[config.mk]
export PLATFORM = sky130hd
export DESIGN_NAME = y_bitstream_rx
export DESIGN_NICKNAME = d
export VERILOG_FILES = /design/src/rtl/y_bitstream_rx.sv
export SDC_FILE = /design/constraint.sdc
export NUM_CORES = 1
export LEC_CHECK = 0
export ABC_CLOCK_PERIOD_IN_PS = 6400
export CAP_MARGIN = 20
export CORE_MARGIN = 2
export CORE_UTILIZATION = 55
export DETAILED_ROUTE_END_ITERATION = 8
export PLACE_DENSITY = 0.74
export SYNTH_ARGS = -nofsm -noshare
export SYNTH_HDL_FRONTEND = slang
export SYNTH_SLANG_ARGS = --single-unit
export TNS_END_PERCENT = 30
[constraint.sdc]
create_clock -name clk -period 6.4 [get_ports clk]
set_input_delay 0.96 -clock clk [delete_from_list [all_inputs] [get_ports clk]]
set_output_delay 0.96 -clock clk [all_outputs]
set_load 0.02 [all_outputs]
[src/rtl/y_bitstream_rx.sv]
// y_bitstream_rx
// Receive-side serializer for the Y-channel encoder. Encoder words (full
// 32-bit words, a block's final partial word, or a bare end-of-block flag)
// are queued in a small FIFO and emitted MSB-first as bytes on a
// valid/ready interface. The final byte of a partial word is padded with
// 1-bits, and a block_done pulse follows the last byte of each block.
//
// Optional feature macro: STUFF_EN
//   defined   - every emitted 0xFF byte is followed by an inserted 0x00
//   undefined - 0xFF passes through unmodified (no STUFF state)

module y_bitstream_rx #(
    parameter int FIFO_DEPTH = 4
) (
    input  logic                          clk,
    input  logic                          rst,
    input  logic [31:0]                   JPEG_bitstream,
    input  logic                          data_ready,
    input  logic [4:0]                    y_orc,
    input  logic                          end_of_block_output,
    input  logic                          end_of_block_empty,
    output logic [7:0]                    byte_out,
    output logic                          byte_valid,
    input  logic                          byte_ready,
    output logic                          block_done,
    output logic                          overflow,
    output logic [$clog2(FIFO_DEPTH):0]   fifo_level
);

    localparam int AW = $clog2(FIFO_DEPTH);
    localparam int LW = AW + 1;

    // One queued unit of work: data bits, how many of them are valid
    // (32 full word, 1..31 partial word, 0 bare end-of-block) and whether
    // it closes a block.
    typedef struct packed {
        logic [31:0] data;
        logic [5:0]  cnt;
        logic        eob;
    } entry_t;

    typedef enum logic [1:0] {
        ST_IDLE,
        ST_LOAD,
        ST_EMIT
`ifdef STUFF_EN
        , ST_STUFF
`endif
    } state_t;

    // Force every bit below the valid count to 1 so the final byte of a
    // partial word comes out padded; bytes past ceil(cnt/8) are never sent.
    function automatic logic [31:0] pad_word(input logic [31:0] d, input logic [5:0] c);
        logic [31:0] mask;
        if (c >= 6'd32) mask = '0;
        else            mask = 32'hFFFF_FFFF >> c;
        return d | mask;
    endfunction

    // ------------------------------------------------------------------
    // FIFO storage and bookkeeping
    // ------------------------------------------------------------------
    entry_t          mem [FIFO_DEPTH];
    logic [AW-1:0]   wr_ptr;
    logic [AW-1:0]   rd_ptr;
    logic [AW-1:0]   wr_addr1;

    entry_t          wr_entry0;
    entry_t          wr_entry1;
    entry_t          head;
    logic [31:0]     head_pad;
    logic [2:0]      head_bytes;

    logic            req0;
    logic            req1;
    logic            acc0;
    logic            acc1;
    logic            drop;
    logic            pop;
    logic [LW:0]     free_slots;
    logic            fifo_nonempty;

    // ------------------------------------------------------------------
    // Serializer state
    // ------------------------------------------------------------------
    state_t          state;
    logic [31:0]     sh_data;
    logic [2:0]      bytes_left;
    logic            sh_eob;

    logic            xfer;
    logic            stuff_hit;
    logic            last;
    logic            fold;

    // Build the two candidate write entries and the head-of-queue view.
    always_comb begin
        wr_entry0.data = JPEG_bitstream;
        wr_entry0.cnt  = 6'd32;
        wr_entry0.eob  = 1'b0;

        // A partial word takes priority over a bare end-of-block flag.
        if (end_of_block_output) begin
            wr_entry1.data = JPEG_bitstream;
            wr_entry1.cnt  = {1'b0, y_orc};
        end else begin
            wr_entry1.data = '0;
            wr_entry1.cnt  = '0;
        end
        wr_entry1.eob = 1'b1;

        head       = mem[rd_ptr];
        head_pad   = pad_word(head.data, head.cnt);
        head_bytes = 3'((head.cnt + 6'd7) >> 3);
    end

    assign fifo_nonempty = (fifo_level != '0);
    assign xfer          = byte_valid && byte_ready;
    assign last          = (bytes_left == 3'd1);

`ifdef STUFF_EN
    assign stuff_hit = (state == ST_EMIT) && (byte_out == 8'hFF);
`else
    assign stuff_hit = 1'b0;
`endif

    // The last accepted byte of an entry loads the next one directly when
    // it has bytes to send, so back-to-back words run without a bubble.
    // Bare end-of-block entries still go through LOAD so their block_done
    // pulse never merges with the previous entry's pulse.
    assign fold = xfer && !stuff_hit && last && fifo_nonempty && (head.cnt != 6'd0);
    assign pop  = fifo_nonempty && ((state == ST_LOAD) || fold);

    // A pop in the same cycle frees a slot, so writing at full with a
    // concurrent pop is not an overflow. The full word lands before the
    // partial entry; whichever has no slot is dropped.
    assign req0       = data_ready;
    assign req1       = end_of_block_output || end_of_block_empty;
    assign free_slots = (LW+1)'(FIFO_DEPTH) - {1'b0, fifo_level} + (LW+1)'(pop);
    assign acc0       = req0 && (free_slots != '0);
    assign acc1       = req1 && (free_slots > (LW+1)'(acc0));
    assign drop       = (req0 && !acc0) || (req1 && !acc1);
    assign wr_addr1   = wr_ptr + AW'(acc0);

    // Entry storage writes.
    // NOTE: the storage array has no reset; the pointers and level alone
    // decide which slots hold live data, so clearing the array buys nothing.
    always_ff @(posedge clk) begin
        if (acc0) mem[wr_ptr]   <= wr_entry0;
        if (acc1) mem[wr_addr1] <= wr_entry1;
    end

    // Pointer, occupancy and sticky overflow tracking.
    // NOTE: all sequential state uses non-blocking assignments so every
    // register samples pre-edge values regardless of statement order.
    always_ff @(posedge clk) begin
        if (rst) begin
            wr_ptr     <= '0;
            rd_ptr     <= '0;
            fifo_level <= '0;
            overflow   <= 1'b0;
        end else begin
            wr_ptr     <= wr_ptr + AW'(acc0) + AW'(acc1);
            rd_ptr     <= rd_ptr + AW'(pop);
            fifo_level <= fifo_level + LW'(acc0) + LW'(acc1) - LW'(pop);
            if (drop) overflow <= 1'b1;
        end
    end

    // Serializer FSM with registered byte_out/byte_valid/block_done.
    always_ff @(posedge clk) begin
        if (rst) begin
            state      <= ST_IDLE;
            sh_data    <= '0;
            bytes_left <= '0;
            sh_eob     <= 1'b0;
            byte_out   <= 8'h00;
            byte_valid <= 1'b0;
            block_done <= 1'b0;
        end else begin
            block_done <= 1'b0;
            case (state)
                ST_IDLE: begin
                    if (fifo_nonempty) state <= ST_LOAD;
                end

                ST_LOAD: begin
                    if (head_bytes == 3'd0) begin
                        // Bare end-of-block: nothing to send, just signal.
                        block_done <= head.eob;
                        state      <= ST_IDLE;
                    end else begin
                        sh_data    <= head_pad;
                        byte_out   <= head_pad[31:24];
                        bytes_left <= head_bytes;
                        sh_eob     <= head.eob;
                        byte_valid <= 1'b1;
                        state      <= ST_EMIT;
                    end
                end

`ifdef STUFF_EN
                ST_EMIT, ST_STUFF: begin
`else
                ST_EMIT: begin
`endif
                    if (xfer) begin
`ifdef STUFF_EN
                        if (stuff_hit) begin
                            byte_out <= 8'h00;
                            state    <= ST_STUFF;
                        end else
`endif
                        if (!last) begin
                            sh_data    <= sh_data << 8;
                            byte_out   <= sh_data[23:16];
                            bytes_left <= bytes_left - 3'd1;
                            state      <= ST_EMIT;
                        end else begin
                            block_done <= sh_eob;
                            if (fold) begin
                                sh_data    <= head_pad;
                                byte_out   <= head_pad[31:24];
                                bytes_left <= head_bytes;
                                sh_eob     <= head.eob;
                                state      <= ST_EMIT;
                            end else if (fifo_nonempty) begin
                                byte_valid <= 1'b0;
                                state      <= ST_LOAD;
                            end else begin
                                byte_valid <= 1'b0;
                                state      <= ST_IDLE;
                            end
                        end
                    end
                end

                default: begin
                    byte_valid <= 1'b0;
                    state      <= ST_IDLE;
                end
            endcase
        end
    end

endmodule
# Word level (Yosys, flattened, before mapping)
# Memory sizes are Yosys's and may differ from the RTL's. A register that Yosys moved wholly into a read port is not among the register bits.
# Index checks and enable logic that the tools add are counted.
# classes
n_reduce_logical,24
eq_ne,10
magnitude_cmp,2
bitwise_logic,2
mux,43
n_shift,1
n_addsub,10
# ops
cell,count
$mux W24,4
$pmux W24 S2,1
$mux W38,1
$mux W32,1
$mux W8,4
$or A32 B32 Y32,1
$shr A32 B6 Y32 const A,1
$mux W1,16
$pmux W8 S2,1
$mux W2,6
$mux W3,4
$ne A2 B2 Y1 const B,6
$reduce_and A5 Y1,2
$logic_and A1 B1 Y1,9
$add A2 B1 Y2,3
$add A3 B1 Y3,2
$add A6 B3 Y6 const B,1
$ge A6 B6 Y1 const B,1
$pmux W2 S3,1
$pmux W3 S2,1
$reduce_bool A6 Y1,1
$add A4 B1 Y4,1
$gt A4 B1 Y1,1
$pmux W1 S2,2
18 further kinds,21
# word_totals
ramBits,156
wordCells,104
output_inout_bits,14
memories,1
register_bits,48
# memory_table
memory,words,word_bits,read_ports,rd_clocked_by_memory_dff,wr,line,text
mem,4,39,1,1,2,63,entry_t mem [FIFO_DEPTH];

# Depth between registers and ports, before layout
# Gate-level depths: netlist of the first run.
# logic_depth
ltp_word,14
mapped_depth,20
mapped_depth_nobuf,18

# Least setup slack after synthesis of the first run
# OpenSTA, ideal clock, no wires.
# synth_path
path_kind,register -> register
startpoint,reg rd_ptr[0] (netlist name)
endpoint,mem mem[1][10] (netlist name) (enable)
path_stages_with_launch,19
n_path_buf,3
arrival_time_ns,5.155
slack_ns,0.850
setup_ns,0.395
required_time_ns,6.005
cell_sequence,dfxtp_1 -> buf_6 -> mux4_2 -> buf_6 -> or3_1 -> nor2_1 -> nor3_1 -> o21ai_0 -> ha_1 -> inv_1 -> ha_1 -> or2_2 -> a211oi_1 -> nor2_1 -> ha_1 -> xor2_1 -> or4b_2 -> clkbuf_1 -> nand2_1
# synth_lines
element,line
end: declaration,63

==> results of run 1 <==
## how the worst max path moves through the flow
stage | startpoint | endpoint | slack, ps
2_1_floorplan | rd_ptr[0]$_SDFF_PP0_ | mem[1][10]$_DFFE_PP_ | 850
3_3_place_gp | rd_ptr[0]$_SDFF_PP0_ | mem[3][23]$_DFFE_PP_ | 600
3_5_place_dp | rd_ptr[0]$_SDFF_PP0_ | mem[3][28]$_DFFE_PP_ | 440
4_1_cts | rd_ptr[0]$_SDFF_PP0_ | mem[3][23]$_DFFE_PP_ | 400
5_1_grt | rd_ptr[0]$_SDFF_PP0_ | mem[1][24]$_DFFE_PP_ | 60
6_report | rd_ptr[0]$_SDFF_PP0_ | mem[1][24]$_DFFE_PP_ | 390
## Yosys cell counts, drive strengths merged (7+ instances only)
| library cell | instances | share of area |
|---|---|---|
| edfxtp | 148 | 0.46 |
| a21oi | 14 | 0.0072 |
| buf | 12 | 0.010 |
| or3 | 9 | 0.0058 |
| a211o | 10 | 0.0090 |
| nor3 | 11 | 0.0057 |
| a211oi | 8 | 0.0062 |
| nand2 | 57 | 0.022 |
| clkbuf | 43 | 0.017 |
| mux2i | 30 | 0.032 |
| mux2 | 8 | 0.0096 |
| o211ai | 10 | 0.0077 |
| nor2 | 57 | 0.022 |
| mux4 | 39 | 0.091 |
| nor2b | 136 | 0.087 |
| o21ai | 13 | 0.0067 |
| or4 | 8 | 0.0062 |
| xnor2 | 7 | 0.0063 |
| ha | 13 | 0.017 |
| inv | 22 | 0.0085 |
| dfxtp | 56 | 0.12 |
## registers in the layout (all words and copies together), names as in the netlist
| name | flops |
|---|---|
| block_done | 1 |
| byte_out | 8 |
| byte_valid | 1 |
| bytes_left | 3 |
| fifo_level | 3 |
| mem | 156 |
| overflow | 1 |
| rd_ptr | 2 |
| sh_data | 24 |
| sh_eob | 1 |
| state | 2 |
| wr_ptr | 2 |
## cell families after synthesis
family / Yosys count / synth area share
and+or+nand+nor: 299 / 0.1641
DFF: 204 / 0.5714
AOI/OAI and AO/OA: 91 / 0.06732
buffers and inverters: 78 / 0.03597
muxes: 77 / 0.1323
adders and majority gates: 15 / 0.02081
xor gates and xnor gates: 9 / 0.008094
## tightest hold or removal path: stages (launching register included)
cell and delay, ps:
dfxtp_1 310, nand2_1 50, nand2_1 40
## report_power, final
group / total (mW) / switching [mW] / internal [mW] / leakage [nW]
Clock: 1.28 / 0.524 / 0.756 / 0.354
Sequential: 2.37 / 0.203 / 2.17 / 1.90
Combinational: 2.46 / 1.50 / 0.955 / 1.72
## layer usage
metal  GRT usage  routed length, um  up-vias
met4     0.06300                557        0
met2      0.4035              10440      215
li1            -                  -     2905
met3     0.03889               1386       44
met5           0                  0        -
met1      0.3206               9022     3039
## final cells by class
class | instances | area share
Tap cell | 225 | 0.02523
Timing Repair Buffer | 69 | 0.05899
Inverter | 23 | 0.007738
Multi-Input combinational cell | 491 | 0.3432
Clock inverter | 16 | 0.01592
Sequential cell | 204 | 0.4989
Clock buffer | 24 | 0.05002
## through the flow
| step | util | hold slack, ps |
|---|---|---|
| after CTS | 0.6450 | 449.3 |
| after floorplan | - | 418.5 |
| after detailed placement | 0.6025 | 440.8 |
| after global routing | 0.6450 | 473.1 |
| after global placement | 0.6025 | 431.3 |
| final | 0.6450 | 452.2 |
==> results by group, run 1 <==
Outcome
  – Status: complete, no violations

Logic synthesis
  – Synthesis-stage register bit count: 204
  – Synthesized area per cell: 12.60 um^2
  – Yosys synthesis warning count: 0
  – Asr flop ratio synth: 0
  – Sequential fraction of the synthesis area: 0.5714
  – Cell Area, Synth: 9739 um^2
  – EDFF count, synth: 148
  – Ys flop type: edfxtp_1
  – Synth cell types: 58
  – Mapped Cells: 773
  – Syn_nets: 831

GRT
  – Largest net degree at the start of global routing: 38
  – Initial antenna violation count: 0
  – First-pass GRT wire length: 33.50 mm
  – Vias in the first global route: 6154
  – Grt total ovfl: 0
  – GRT Overall Usage: 0.2380

Die
  – Num ports: 57
  – Die H: 137.1 um
  – Rows: 48
  – Width of the die: 137.1 um
  – Die ar.: 18790 um^2
  – Initial Util: 0.5631
  – Core footprint: 17300 um^2

Layout
  – Area occupied by multi-input gates: 3829 um^2
  – Sequential standard cell area: 5567 um^2
  – Post-Layout Cell Count: 1052
  – Commonest non-fill, non-tap cell in the layout: edfxtp_1
  – Layout cells sized above 1: 0.1233
  – Post-route cell area: 11160 um^2
  – Commonest cells after routing, fill and taps aside: 148 x edfxtp_1, 136 x nor2b_1, 57 x nor2_1, 57 x nand2_1, 56 x clkdlybuf4s50_1
  – Final net count: 869
  – Diodes inserted: 0
  – Layout area overhead: 14.56%
  – Filler instances: 1323

Drt
  – Remaining DRCs: 0
  – WL final: 21.41 mm
  – Via count: 6203
  – DR vias/cell: 5.896
  – ANT nets after route: 0
  – Drt initial violations: 528
  – First-pass iteration count of the detailed router: 4
  – WL/cell: 20.35 um

Power and ir drop
  – Max IR drop VDD: 0.2878 mV
  – Leakage: 3.971 nW
  – Pwr dens: 547.7 nW/um^2
  – Final Power: 6.110 mW

Placement
  – DP Cell Count: 1012
  – Port Buf Inserts: 56
  – GPL Wtd Cong: 0.8690
  – HPWL after detailed placement: 13.58 mm
  – Placed cell area: 10420 um^2
  – Place WS: 440.2 ps

Timing
  – Setup TNS: 0 ps
  – Max transition margin: 0.3022
  – Hold violation total from the final report: 0
  – Max Slew Vio Count: 0
  – Worst Slack Setup Final: 389.7 ps
  – # setup viols final: 0
  – Worst Tran Pin Value: 1043 ps
  – Fmax: 166.4 MHz
  – Post-layout minimum cycle time: 6010 ps
  – Tcrit/Tclk final: 0.9391
  – Clk_skew: 31.09 ps
  – RSZ-0062 raised after global routing: no

Critical path
  – Startpoint type of the worst setup path: flip-flop
  – CP Depth: 16
  – CP delay by family, top: simple AND/OR/NAND/NOR gates
  – Reg2Reg Setup Slack: 390 ps
  – Crit-path cells: mux4_2 -> or3_1 -> nor2_1 -> nor3_1 -> o21ai_0 -> ha_1 -> inv_1 -> ha_1 -> or2_2 -> a211oi_1 -> nor2_1 -> ha_1 -> xor2_1 -> or4b_2 -> mux2_2 -> nor2b_1
  – Critical path required time: 6620 ps
  – CP Capture Type: flip-flop
  – WP buf/inv: 1
  – Critical path arrival: 6230 ps
  – RR Endpoint: mem[1][24]$_DFFE_PP_
  – Crit Path Max Fanout: 32
  – Reg2reg path depth: 16
  – CP Class: flip-flop to flip-flop
  – Crit path largest cell delay: 790 ps
  – Cell mode on critical path: ha_1
  – Reg-to-Reg Start: rd_ptr[0]$_SDFF_PP0_
  – Crit path max-delay cell type: mux2_2

Clock network
  – CTS tree: yes
  – Post-cts resize count: 0
  – Clk_lat worst skew: 530 ps
  – Cts hold-fix bufs: 0
  – Clk Tree Root Cell: clkbuf_16
  – CTS Sinks: 204
  – Number of CTS-inserted buffers: 22
  – Post CTS Setup Buffer Count: 0
  – Clock tree buffer depth: 3
  – Clk slew on worst S/H paths: 60 ps
  – CTS H-tree lvls: 1

Worst hold path
  – Hold crit path type: flip-flop to flip-flop
  – Hold Crit Start: mem[0][0]$_SDFFE_PP1P_
  – Worst hold path depth: 2
  – Hold EP: mem[0][0]$_SDFFE_PP1P_

Job
  – Max-cap violation count: 0
Power figures use the tool's default switching activity.
==> run 2: changes to the inputs <==
SETUP_SLACK_MARGIN = 0.5   (was default)
==> results by group, run 2 (synthesis results as in run 1) <==
Critical path
  – Crit path largest cell delay: 770 ps
  – Crit Path Max Fanout: 37
  – CP Class: flip-flop to flip-flop
  – Cell mode on critical path: ha_1
  – WP buf/inv: 2
  – CP delay by family, top: simple AND/OR/NAND/NOR gates
  – Critical path arrival: 5720 ps
  – Critical path required time: 6540 ps
  – Crit-path cells: mux4_2 -> or3_1 -> nor2_1 -> nor3_1 -> o21ai_0 -> ha_1 -> inv_1 -> ha_1 -> or2_2 -> a211oi_2 -> nor2_1 -> ha_1 -> xor2_1 -> or4b_2 -> nand2_1 -> buf_4
  – Crit path max-delay cell type: or4b_2
  – CP Capture Type: flip-flop
  – Startpoint type of the worst setup path: flip-flop

Clock network
  – Post CTS Setup Buffer Count: 0
  – Cts hold-fix bufs: 0
  – Post-cts resize count: 2
  – Clk slew on worst S/H paths: 60 ps
  – CTS H-tree lvls: 1
  – Number of CTS-inserted buffers: 22
  – Clock tree buffer depth: 3
  – Clk Tree Root Cell: clkbuf_16
  – CTS tree: yes
  – CTS Sinks: 204
  – Clk_lat worst skew: 530 ps

Drt
  – DR vias/cell: 5.894
  – First-pass iteration count of the detailed router: 5
  – WL final: 21.42 mm
  – Drt initial violations: 552
  – Via count: 6201
  – Remaining DRCs: 0
  – WL/cell: 20.37 um
  – ANT nets after route: 0

Die
  – Width of the die: 137.1 um
  – Core footprint: 17300 um^2
  – Die H: 137.1 um
  – Initial Util: 0.5631
  – Die ar.: 18790 um^2
  – Rows: 48
  – Num ports: 57

Timing
  – Post-layout minimum cycle time: 5577 ps
  – Max transition margin: 0.3126
  – Hold violation total from the final report: 0
  – Fmax: 179.3 MHz
  – RSZ-0062 raised after global routing: no
  – Tcrit/Tclk final: 0.8715
  – Max Slew Vio Count: 0
  – WHS: 452.2 ps
  – Worst Tran Pin Value: 1023 ps
  – Clk_skew: 31.60 ps
  – # setup viols final: 0
  – Setup TNS: 0 ps

Placement
  – HPWL after detailed placement: 13.58 mm
  – Port Buf Inserts: 56
  – Placed cell area: 10420 um^2
  – DP Cell Count: 1012
  – GPL Wtd Cong: 0.8690

GRT
  – Largest net degree at the start of global routing: 38
  – Grt total ovfl: 0
  – Vias in the first global route: 6157
  – GRT Overall Usage: 0.2383
  – First-pass GRT wire length: 33.55 mm
  – Initial antenna violation count: 0

Job
  – Max-cap violation count: 0

Layout
  – Layout cells sized above 1: 0.1245
  – Diodes inserted: 0
  – Biggest regs: mem x156, sh_data x24, byte_out x8
  – Final net count: 869
  – Layout area overhead: 14.76%
  – Post-route cell area: 11180 um^2
  – Post-Layout Cell Count: 1052
  – Max reg flops: 156
  – Top reg by flops: mem
  – Commonest non-fill, non-tap cell in the layout: edfxtp_1
  – Commonest cells after routing, fill and taps aside: 148 x edfxtp_1, 136 x nor2b_1, 57 x nor2_1, 57 x nand2_1, 56 x clkdlybuf4s50_1

Worst hold path
  – Hold crit path type: flip-flop to flip-flop

Power and ir drop
  – Pwr dens: 548.2 nW/um^2
  – Max IR drop VDD: 0.3016 mV
  – Final Power: 6.127 mW
  – Leakage: 3.992 nW

Outcome
  – Status: complete, no violations
[run 2: final cells by class]
type,instances,area [um^2]
Sequential cell,204,5567
Clock inverter,16,177.7
Multi-Input combinational cell,491,3845
Tap cell,225,281.5
Clock buffer,24,558.0
Timing Repair Buffer,69,661.9
Inverter,23,86.33
Fill cell,1318,6120
[run 2: stage by stage]
step           utilization  worst slack (ps)
6_report            0.6462             822.6
3_5_place_dp        0.6025             440.2
3_3_place_gp        0.6025             603.0
4_1_cts             0.6455             533.8
5_1_grt             0.6462             529.4
2_1_floorplan            -             850.3
[run 2: worst paths after layout]
| check | startpoint | endpoint | slack [ps] | cells past startpoint |
|---|---|---|---|---|
| hold reg to reg | mem[2][0]$_SDFFE_PP1P_ | mem[2][0]$_SDFFE_PP1P_ | 450 | 2 |
| hold / removal | mem[2][0]$_SDFFE_PP1P_ | mem[2][0]$_SDFFE_PP1P_ | 450 | 2 |
| setup / recovery | rd_ptr[0]$_SDFF_PP0_ | mem[1][24]$_DFFE_PP_ | 820 | 16 |
| setup reg to reg | rd_ptr[0]$_SDFF_PP0_ | mem[1][24]$_DFFE_PP_ | 820 | 16 |
[run 2: where the power goes]
group          switching (mW)  internal (mW)
sequential              0.202           2.17
clock                   0.524          0.756
combinational            1.51          0.963
[run 2: worst min-delay path, cell delays in order (launching register included)]
cell	delay, ps
dfxtp_1	310
nand2_1	50
nand2_1	40
[run 2: layer usage]
| layer | share of wire | GRT usage | routed length, um |
|---|---|---|---|
| met3 | 0.064 | 0.03889 | 1373 |
| met1 | 0.42 | 0.3208 | 9091 |
| met2 | 0.49 | 0.4041 | 10410 |
| met4 | 0.026 | 0.06300 | 550 |
| met5 | 0 | 0 | 0 |
==> run 3: changes to the inputs <==
ABC_CLOCK_PERIOD_IN_PS = 5290   (was 6400)
clock period = 5.29 ns   (was 6.4 ns; I/O delays follow)
==> results by group, run 3 (synthesis results as in run 1) <==
Outcome
  – Status: complete, no violations

Layout
  – Filler instances: 1258
  – Top reg by flops: mem
  – Diodes inserted: 0
  – Commonest non-fill, non-tap cell in the layout: edfxtp_1
  – Layout cells sized above 1: 0.1667
  – Max reg flops: 156
  – Final net count: 893
  – Commonest cells after routing, fill and taps aside: 148 x edfxtp_1, 135 x nor2b_1, 56 x nor2_1, 56 x clkdlybuf4s50_1, 54 x dfxtp_1
  – Post-Layout Cell Count: 1077
  – Biggest regs: mem x156, sh_data x24, byte_out x8
  – Layout area overhead: 18.44%
  – Final Core Density: 0.6669

Placement
  – Place WS: 149.5 ps
  – HPWL after detailed placement: 14.09 mm
  – GPL Wtd Cong: 0.8807
  – Port Buf Inserts: 56
  – DP Cell Count: 1019

Timing
  – Fmax: 215.4 MHz
  – WHS: 451.9 ps
  – # setup viols final: 0
  – Tcrit/Tclk final: 0.8774
  – Clk_skew: 10.64 ps
  – Max Slew Vio Count: 0
  – Setup TNS: 0 ps
  – RSZ-0062 raised after global routing: no
  – Worst Slack Setup Final: 648.5 ps
  – Hold violation total from the final report: 0
  – Max transition margin: 0.2534
  – Post-layout minimum cycle time: 4642 ps
  – Worst Tran Pin Value: 1111 ps

Critical path
  – Crit Path Max Fanout: 16
  – Startpoint type of the worst setup path: flip-flop
  – Critical path arrival: 4990 ps
  – Crit path largest cell delay: 600 ps
  – Crit-path cells: mux4_2 -> or3_4 -> nor2_2 -> nor3_1 -> o21ai_1 -> ha_2 -> inv_1 -> ha_1 -> or2_4 -> a211oi_4 -> nor2_1 -> ha_2 -> xor2_1 -> or4b_4 -> mux2_4 -> clkbuf_16 -> nor2b_1
  – Cell mode on critical path: ha_2
  – Critical path required time: 5640 ps
  – Crit path max-delay cell type: or4b_4
  – WP buf/inv: 2
  – CP Class: flip-flop to flip-flop
  – CP delay by family, top: simple AND/OR/NAND/NOR gates
  – CP Capture Type: flip-flop

Power and ir drop
  – Pwr dens: 674.5 nW/um^2
  – Leakage: 4.142 nW
  – Max IR drop VDD: 0.3638 mV

Drt
  – WL/cell: 21.36 um
  – DR vias/cell: 6.003
  – Via count: 6465
  – Remaining DRCs: 0
  – Drt initial violations: 667
  – ANT nets after route: 0
  – WL final: 23.01 mm
  – First-pass iteration count of the detailed router: 5

Die
  – Num ports: 57
  – Core footprint: 17300 um^2
  – Die H: 137.1 um
  – Width of the die: 137.1 um
  – Die ar.: 18790 um^2
  – Rows: 48
  – Initial Util: 0.5631

GRT
  – Grt total ovfl: 0
  – GRT Overall Usage: 0.2538
  – Largest net degree at the start of global routing: 38
  – Initial antenna violation count: 0
  – First-pass GRT wire length: 35.93 mm
  – Vias in the first global route: 6670

Clock network
  – Clk_lat worst skew: 500 ps
  – CTS Sinks: 204
  – CTS tree: yes
  – Clk slew on worst S/H paths: 60 ps
  – Clk Tree Root Cell: clkbuf_16
  – Clock tree buffer depth: 3
  – Number of CTS-inserted buffers: 23
  – CTS H-tree lvls: 1
  – Cts hold-fix bufs: 0

Worst hold path
  – Hold crit path type: flip-flop to flip-flop

Job
  – Max-cap violation count: 0
-- run 3: final cells by class --
| type | instances | area (um^2) | area share |
|---|---|---|---|
| clock inverters | 13 | 93.84 | 0.008135 |
| inverters | 23 | 86.33 | 0.007485 |
| repair buffers | 92 | 958.4 | 0.08309 |
| clock buffers | 29 | 618.1 | 0.05359 |
| flip-flops and latches | 204 | 5570 | 0.4829 |
| multi-input cells | 491 | 3926 | 0.3404 |
| well taps | 225 | 281.5 | 0.02441 |
-- run 3: worst paths after layout --
path | slack (ps) | start | end | depth (start not counted)
max | 650 | rd_ptr[0]$_SDFF_PP0_ | mem[1][30]$_DFFE_PP_ | 17
min | 450 | mem[1][0]$_SDFFE_PP1P_ | mem[1][0]$_SDFFE_PP1P_ | 2
max reg2reg | 650 | rd_ptr[0]$_SDFF_PP0_ | mem[1][30]$_DFFE_PP_ | 17
min reg2reg | 450 | mem[1][0]$_SDFFE_PP1P_ | mem[1][0]$_SDFFE_PP1P_ | 2
-- run 3: worst reg2reg max path, stage by stage (launching register included) --
cell and delay (ps):
dfxtp_4 430, mux4_2 540, or3_4 410, nor2_2 150
nor3_1 70, o21ai_1 180, ha_2 210, inv_1 40
ha_1 180, or2_4 250, a211oi_4 220, nor2_1 90
ha_2 210, xor2_1 180, or4b_4 600, mux2_4 380
clkbuf_16 200, nor2b_1 140
-- run 3: repair_timing --
item,CTS,global route
pin swaps,2,6
buffers inserted,7,6
resized for setup,13,8
endpoints found under the setup margin,276,187
gates cloned,1,1
-- run 3: layer usage --
layer  share of wire  up-vias  GRT usage
met5               0        -          0
li1                -     2949          -
met4           0.019        0    0.07216
met2            0.50      266     0.4320
met3           0.075       35    0.04889
met1            0.40     3215     0.3334
-- run 3: metrics by stage --
step                cell area, um^2  power, mW
finish                        11530      7.780
global route                  11530      8.196
CTS                           11430      7.671
detailed placement            10590      6.025
global placement              10570      5.902
floorplan                      9807      5.032
-- run 3: power by group --
part / leakage (nW) / internal (mW) / switching [mW]
Clock: 0.347 / 0.876 / 0.624
Sequential: 1.90 / 2.62 / 0.261
Combinational: 1.90 / 1.44 / 1.95
Total: 4.14 / 4.94 / 2.84
